File: src/rtl/pipe_ctrl_hazard.sv
`default_nettype none
// ============================================================================
//  Module   : pipe_ctrl_hazard
//  Brief    : 5-stage pipeline controller with hazard unit. Carries the
//             decoded control word D->E->M->W, generates forwarding selects,
//             load-use / branch-compare / MDU stalls, D/E flushes, and
//             sequences multi-cycle MULT/DIV operations.
//  Revision : 1.0 - initial release
// ============================================================================
module pipe_ctrl_hazard #(
  parameter int CW      = 11,
  parameter int RW      = 5,
  parameter int MDU_LAT = 4
) (
  input  logic          clk,
  input  logic          reset,
  input  logic [CW-1:0] ctrlD,
  input  logic          branchD,
  input  logic          jumpD,
  input  logic          equalD,
  input  logic          mdu_startD,
  input  logic          mdu_readD,
  input  logic [RW-1:0] rsD,
  input  logic [RW-1:0] rtD,
  input  logic [RW-1:0] rsE,
  input  logic [RW-1:0] rtE,
  input  logic [RW-1:0] writeregE,
  input  logic [RW-1:0] writeregM,
  input  logic [RW-1:0] writeregW,
  output logic [CW-1:0] ctrlE,
  output logic [2:0]    ctrlM,
  output logic [1:0]    ctrlW,
  output logic          pcsrcD,
  output logic          stallF,
  output logic          stallD,
  output logic          flushD,
  output logic          flushE,
  output logic [1:0]    fwdAE,
  output logic [1:0]    fwdBE,
  output logic          fwdAD,
  output logic          fwdBD,
  output logic          mdu_busy,
  output logic          mdu_doneW
);

  // Counter width; kept at least 1 so the declaration stays legal when unused
  localparam int c_CNT_W = (MDU_LAT > 0) ? $clog2(MDU_LAT + 1) : 1;

  logic [CW-1:0] r_ctrlE;
  logic [2:0]    r_ctrlM;
  logic [1:0]    r_ctrlW;
  logic          r_mduDone;
  logic          w_mduBusy;
  logic          w_mduAccept;

  // Register-match terms; $0 is hardwired zero so it never creates a hazard
  logic w_eHitRsD, w_eHitRtD, w_mHitRsD, w_mHitRtD;
  logic w_mHitRsE, w_mHitRtE, w_wHitRsE, w_wHitRtE;
  logic w_lwStall, w_brStall, w_mduStall, w_stall;

  assign w_eHitRsD = (rsD != '0) && (writeregE == rsD);
  assign w_eHitRtD = (rtD != '0) && (writeregE == rtD);
  assign w_mHitRsD = (rsD != '0) && (writeregM == rsD);
  assign w_mHitRtD = (rtD != '0) && (writeregM == rtD);
  assign w_mHitRsE = (rsE != '0) && (writeregM == rsE);
  assign w_mHitRtE = (rtE != '0) && (writeregM == rtE);
  assign w_wHitRsE = (rsE != '0) && (writeregW == rsE);
  assign w_wHitRtE = (rtE != '0) && (writeregW == rtE);

  assign w_lwStall  = r_ctrlE[1] & r_ctrlE[0] & (w_eHitRsD | w_eHitRtD);
  assign w_brStall  = branchD & ((r_ctrlE[0] & (w_eHitRsD | w_eHitRtD)) |
                                 (r_ctrlM[1] & (w_mHitRsD | w_mHitRtD)));
  assign w_mduStall = w_mduBusy & (mdu_readD | mdu_startD);
  assign w_stall    = w_lwStall | w_brStall | w_mduStall;

  // A start held off by any stall is simply retried the following cycle
  assign w_mduAccept = mdu_startD & ~w_stall;

  assign stallF = w_stall;
  assign stallD = w_stall;
  assign flushE = w_stall;
  assign pcsrcD = branchD & equalD;
  // A stalled branch resolves later, so the redirect flush waits for it
  assign flushD = (pcsrcD | jumpD) & ~w_stall;

  // M-stage result is newer than W, so it takes priority
  assign fwdAE = (w_mHitRsE & r_ctrlM[0]) ? 2'b10 :
                 (w_wHitRsE & r_ctrlW[0]) ? 2'b01 : 2'b00;
  assign fwdBE = (w_mHitRtE & r_ctrlM[0]) ? 2'b10 :
                 (w_wHitRtE & r_ctrlW[0]) ? 2'b01 : 2'b00;
  assign fwdAD = w_mHitRsD & r_ctrlM[0];
  assign fwdBD = w_mHitRtD & r_ctrlM[0];

  assign ctrlE     = r_ctrlE;
  assign ctrlM     = r_ctrlM;
  assign ctrlW     = r_ctrlW;
  assign mdu_busy  = w_mduBusy;
  assign mdu_doneW = r_mduDone;

  // Control word pipeline; a stall injects a bubble into E
  always_ff @(posedge clk or negedge reset) begin
    if (!reset) begin
      r_ctrlE <= '0;
      r_ctrlM <= '0;
      r_ctrlW <= '0;
    end else begin
      r_ctrlE <= w_stall ? '0 : ctrlD;
      r_ctrlM <= r_ctrlE[2:0];
      r_ctrlW <= r_ctrlM[1:0];
    end
  end

  generate
    if (MDU_LAT > 0) begin : g_mduCnt
      logic [c_CNT_W-1:0] r_mduCnt;

      assign w_mduBusy = (r_mduCnt != '0);

      // Latency countdown; done fires the cycle after the last busy cycle
      always_ff @(posedge clk or negedge reset) begin
        if (!reset) begin
          r_mduCnt  <= '0;
          r_mduDone <= 1'b0;
        end else begin
          if (w_mduAccept) begin
            r_mduCnt <= c_CNT_W'(MDU_LAT);
          end else if (r_mduCnt != '0) begin
            r_mduCnt <= r_mduCnt - 1'b1;
          end
          r_mduDone <= ~w_mduAccept & (r_mduCnt == c_CNT_W'(1));
        end
      end
    end else begin : g_mduComb
      assign w_mduBusy = 1'b0;

      // Single-cycle MDU: result is ready right after the accepted start
      always_ff @(posedge clk or negedge reset) begin
        if (!reset) begin
          r_mduDone <= 1'b0;
        end else begin
          r_mduDone <= w_mduAccept;
        end
      end
    end
  endgenerate

endmodule
`default_nettype wire
File: config.mk
export PLATFORM = sky130hd
export DESIGN_NAME = pipe_ctrl_hazard
export DESIGN_NICKNAME = d
export VERILOG_FILES = /design/src/rtl/pipe_ctrl_hazard.sv
export SDC_FILE = /design/constraint.sdc
export NUM_CORES = 1
export LEC_CHECK = 0
export ABC_AREA = 0
export CELL_PAD_IN_SITES_DETAIL_PLACEMENT = 0
export CELL_PAD_IN_SITES_GLOBAL_PLACEMENT = 2
export CORE_ASPECT_RATIO = 0.9
export CORE_MARGIN = 2
export CORE_UTILIZATION = 22
export CTS_BUF_LIST = sky130_fd_sc_hd__clkbuf_8
export CTS_CLUSTER_SIZE = 30
export DETAILED_ROUTE_END_ITERATION = 16
export PLACE_DENSITY = 0.84
export SETUP_SLACK_MARGIN = 0.5
export SLEW_MARGIN = 0
export SYNTH_ARGS = -nofsm -noshare
export SYNTH_HDL_FRONTEND = slang
export SYNTH_SLANG_ARGS = --single-unit
File: constraint.sdc
create_clock -name clk -period 2.21 [get_ports clk]
set_input_delay 0.3315 -clock clk [delete_from_list [all_inputs] [get_ports clk]]
set_output_delay 0.3315 -clock clk [all_outputs]
set_load 0.05 [all_outputs]
==> results.py <==
metrics = {
    "routing": {
        "drtIter0Drc": 40,
        "via_per_inst": 4.16,
        "detail-route-antenna-nets": 0,
        "postRouteWirelength_mm": 4.85,
        "via_count": 1571,
        "route.top_layer_used": "met4",
        "drc": 0,
        "metal2_wl_mm": 2.48,
        "routed_wire_length_per_instance_um": 12.8,
        "wl_met1_mm": 2.15,
        "drtPass1Iterations": 4,
        "wl_met3_um": 185,
    },
    "pwr": {
        "p_clk_share_pct": 11.3,
        "internal_power_mw": 1.17,
        "switching_fraction_of_total_power_pct": 44.5,
        "leakage_nw": 1.43,
        "share_comb_of_total_power_pct": 64.0,
        "power_density_mw_per_mm2": 658,
        "total_power_mw": 2.12,
        "netSwitchingPower_mw": 0.943,
        "power_frac_seq_pct": 24.8,
        "vdd_ir_drop_max_mv": 0.557,
    },
    "yosys": {
        "synth_flop_cell": "sky130_fd_sc_hd__dfrtp_1",
        "synth.area.top_cells": "sky130_fd_sc_hd__dfrtp_1 (35%), sky130_fd_sc_hd__xnor2_1 (17%), sky130_fd_sc_hd__xor2_1 (7.3%)",
        "synth_top_cell_area_share_pct": 34.6,
        "synthesis.area_mm2": 0.00145,
        "synth_fp_nets": 205,
        "synthDominantAreaCellType": "sky130_fd_sc_hd__dfrtp_1",
        "yosysWarnings": 0,
        "post_synth_inst_count": 149,
        "synth.distinct_cells": 31,
        "synth.yosys.seq_area_share_pct": 34.6,
        "synth_async_sr_flop_share_pct": 100,
        "post_synth.cell_area_avg_um2": 9.72,
        "postSynthRegisterBits": 20,
        "number_of_enable_type_register_cells_in_the_synthesized_netlist": 0,
    },
    "placed_design": {
        "dpl_cell_area_mm2": 0.00293,
        "globalplace.congestion": 0.818,
        "hpwl_after_detailed_placement_mm": 3.88,
        "port_buffers": 81,
        "place.detailed.instances": 359,
    },
    "floorplanning": {
        "start_util_pct": 22.3,
        "chipHeight_um": 81.0,
        "die_width_um": 89.5,
        "die_area_mm2": 0.00725,
        "top_level_ports": 82,
        "placement_rows": 28,
        "design.core.area_mm2": 0.00648,
    },
    "setup_path": {
        "worst-path-max-fanout": 2,
        "worst_setup_path_end_kind": "output port",
        "cp_data_arrival_time_ns": 1.81,
        "critPathMaxStageDelay_ns": 0.54,
        "critical_path.n_buffers_inverters": 2,
        "crit_slowest_cell": "sky130_fd_sc_hd__or4_4",
        "critPathLaunchType": "input port",
        "crit_cells": 7,
        "timing.critical_path.cells": "buf_6 > or4_4 > nor2_4 > nor4_4 > o21bai_2 > o2111a_2 > buf_12",
        "worst-endpoint-required_ns": 1.88,
        "r2r-start": "g_mduCnt.r_mduCnt[0]",
        "reg2reg_to": "ctrlE[9]",
        "number_of_cell_instances_on_the_worst_register_to_register_path": 9,
        "path_delay_family": "simple AND/OR/NAND/NOR gates",
        "register_to_register_setup_slack_ns": 0.58,
        "setup.worst_path.class": "input port to output port",
    },
    "job": {
        "maxCapViolCount": 0,
    },
    "sta": {
        "fmax_mhz": 466,
        "fin_worst_skew_ns": 0.00981,
        "finalHoldViolations": 0,
        "finalSetupViolCount": 0,
        "maxSlewViolCount": 0,
        "rsz0062_at_grt": "yes",
        "tightestPinTransition_ns": 0.516,
        "period_share_pct": 97.0,
        "minimum_hold_slack_ns": 0.368,
        "timing.setup.tns_ns": 0,
        "period_needed_ns": 2.14,
        "slew-limit-headroom_pct": 65.7,
    },
    "global_routing": {
        "wire_length_of_the_first_global_routing_pass_mm": 8.13,
        "initial_antenna_violation_count": 0,
        "grt.overflow.total": 0,
        "grt_max_degree": 21,
        "grt_pass1_vias": 1643,
        "global_route.usage.total_pct": 14.3,
    },
    "min_path": {
        "min_path_cells": 0,
        "hold-path-endpoint": "ctrlM[2]",
        "min-delay-path-class": "flop to flop",
        "holdCritStartpoint": "ctrlE[2]",
    },
    "clock_network": {
        "tritoncts.num_buffers": 3,
        "cts_sinks": 20,
        "post_cts_hold_buffer_count": 0,
        "clk_latency_ns": 0.26,
        "cts_root_buf": "sky130_fd_sc_hd__clkbuf_8",
        "cts_tree": "built",
        "cts_htree_levels": 1,
        "clock_path_buffers": 2,
        "clock_pin_slew_of_the_registers_on_the_worst_case_setup_and_hold_paths_ns": 0.07,
    },
    "cells_and_area": {
        "area_growth_pct": 122,
        "instances_no_fill": 378,
        "mostFrequentLayoutCell": "sky130_fd_sc_hd__buf_4",
        "final_cell_mix": "sky130_fd_sc_hd__buf_4 (51), sky130_fd_sc_hd__xnor2_1 (22), sky130_fd_sc_hd__clkdlybuf4s50_1 (22), sky130_fd_sc_hd__dlygate4sd2_1 (22), sky130_fd_sc_hd__dfrtp_1 (19)",
        "insertedDiodeCount": 0,
        "final_area_mm2": 0.00322,
        "nNetsFinal": 345,
        "proportion_of_layout_cells_with_a_drive_suffix_above_1_pct": 51.4,
    },
    "status": {
        "outcome": "finished, final reports clean",
    },
}
-- worst register-to-register path, cell delays in order, from the launching register on --
cell                      delay [ns]
sky130_fd_sc_hd__dfrtp_1        0.40
sky130_fd_sc_hd__inv_2          0.08
sky130_fd_sc_hd__ha_2           0.17
sky130_fd_sc_hd__nor2b_4        0.17
sky130_fd_sc_hd__inv_4          0.05
sky130_fd_sc_hd__o21ai_2        0.05
sky130_fd_sc_hd__buf_4          0.17
sky130_fd_sc_hd__buf_4          0.19
sky130_fd_sc_hd__nand2_1        0.11
sky130_fd_sc_hd__nor3_4         0.16
-- registers in the layout, summed over array words and instances (netlist names) --
name / count
ctrlE: 11
ctrlM: 3
ctrlW: 2
g_mduCnt.r_mduCnt: 3
mdu_doneW: 1
-- routing by layer --
metal | vias up | GRT usage (%)
met2 | 30 | 23.6
met5 | - | 0
met4 | 0 | 2.39
met3 | 4 | 2.13
met1 | 746 | 20.0
li1 | 791 | -
-- worst max-delay path by stage --
stage                 from  slack [ns]  endpoint
floorplan           rtD[1]        0.15    stallD
global placement    rsD[3]       -0.26    flushD
detailed placement  rtD[1]       -0.31    flushD
CTS                 rsD[1]        0.06    flushD
global route        rtD[4]        0.02    flushD
finish              rtD[4]        0.07    flushD
-- synth_stat cells, types with 2 or more instances --
cell / n
sky130_fd_sc_hd__xnor2_1: 28
sky130_fd_sc_hd__dfrtp_1: 20
sky130_fd_sc_hd__nand2_1: 18
sky130_fd_sc_hd__xor2_1: 12
sky130_fd_sc_hd__nor3_2: 10
sky130_fd_sc_hd__nor4_1: 7
sky130_fd_sc_hd__nand3_1: 5
sky130_fd_sc_hd__nor2_1: 5
sky130_fd_sc_hd__o21ai_0: 5
sky130_fd_sc_hd__inv_1: 4
sky130_fd_sc_hd__nand4_1: 4
sky130_fd_sc_hd__and2_1: 3
sky130_fd_sc_hd__ha_1: 3
sky130_fd_sc_hd__buf_4: 2
sky130_fd_sc_hd__buf_6: 2
sky130_fd_sc_hd__clkbuf_1: 2
sky130_fd_sc_hd__nor2_4: 2
sky130_fd_sc_hd__o21bai_1: 2
sky130_fd_sc_hd__or4_1: 2
sky130_fd_sc_hd__or4_4: 2
-- timing repair --
item	CTS	global route
cloned	0	0
pin swaps	40	14
setup endpoints to repair	41	28
buffers inserted	10	5
resized for setup	133	34
-- power by group through the flow --
| stage | clock network, mW | registers (mW) | logic, mW |
|---|---|---|---|
| 2_1_floorplan | 0 | 0.771 | 0.545 |
| 3_3_place_gp | 0 | 0.536 | 1.29 |
| 3_5_place_dp | 0 | 0.538 | 1.29 |
| 4_1_cts | 0.245 | 0.528 | 1.28 |
| 5_1_grt | 0.266 | 0.538 | 1.45 |
| 6_report | 0.239 | 0.524 | 1.35 |
-- final cells by class --
class	count	area, um^2
flip-flops and latches	20	502
inverters	4	17.5
clock buffers	3	41.3
repair buffers	141	1350
multi-input cells	119	1190
clock inverters	1	3.75
fillers	600	3260
well taps	90	113
-- cells by family (layout without fill, tap and decap cells) --
| logic type | after synthesis | after routing | share of synthesized area (%) |
|---|---|---|---|
| flip-flops | 20 | 20 | 34.6 |
| buffers and inverters | 10 | 149 | 4.15 |
| XOR/XNOR | 40 | 40 | 24.2 |
| multiplexers | 1 | 1 | 0.691 |
| adder cells (fa/ha/maj) | 3 | 3 | 2.59 |
| AND/OR/NAND/NOR | 61 | 61 | 26.4 |
| AO/OA/AOI/OAI | 14 | 14 | 7.35 |
-- per-stage QoR --
step	utilization (%)	worst slack [ns]
floorplan	-	0.146
global placement	45.3	-0.264
detailed placement	45.3	-0.310
CTS	47.4	0.0600
global route	49.7	0.0158
finish	49.7	0.0658
(Power assumes the default switching activity.)
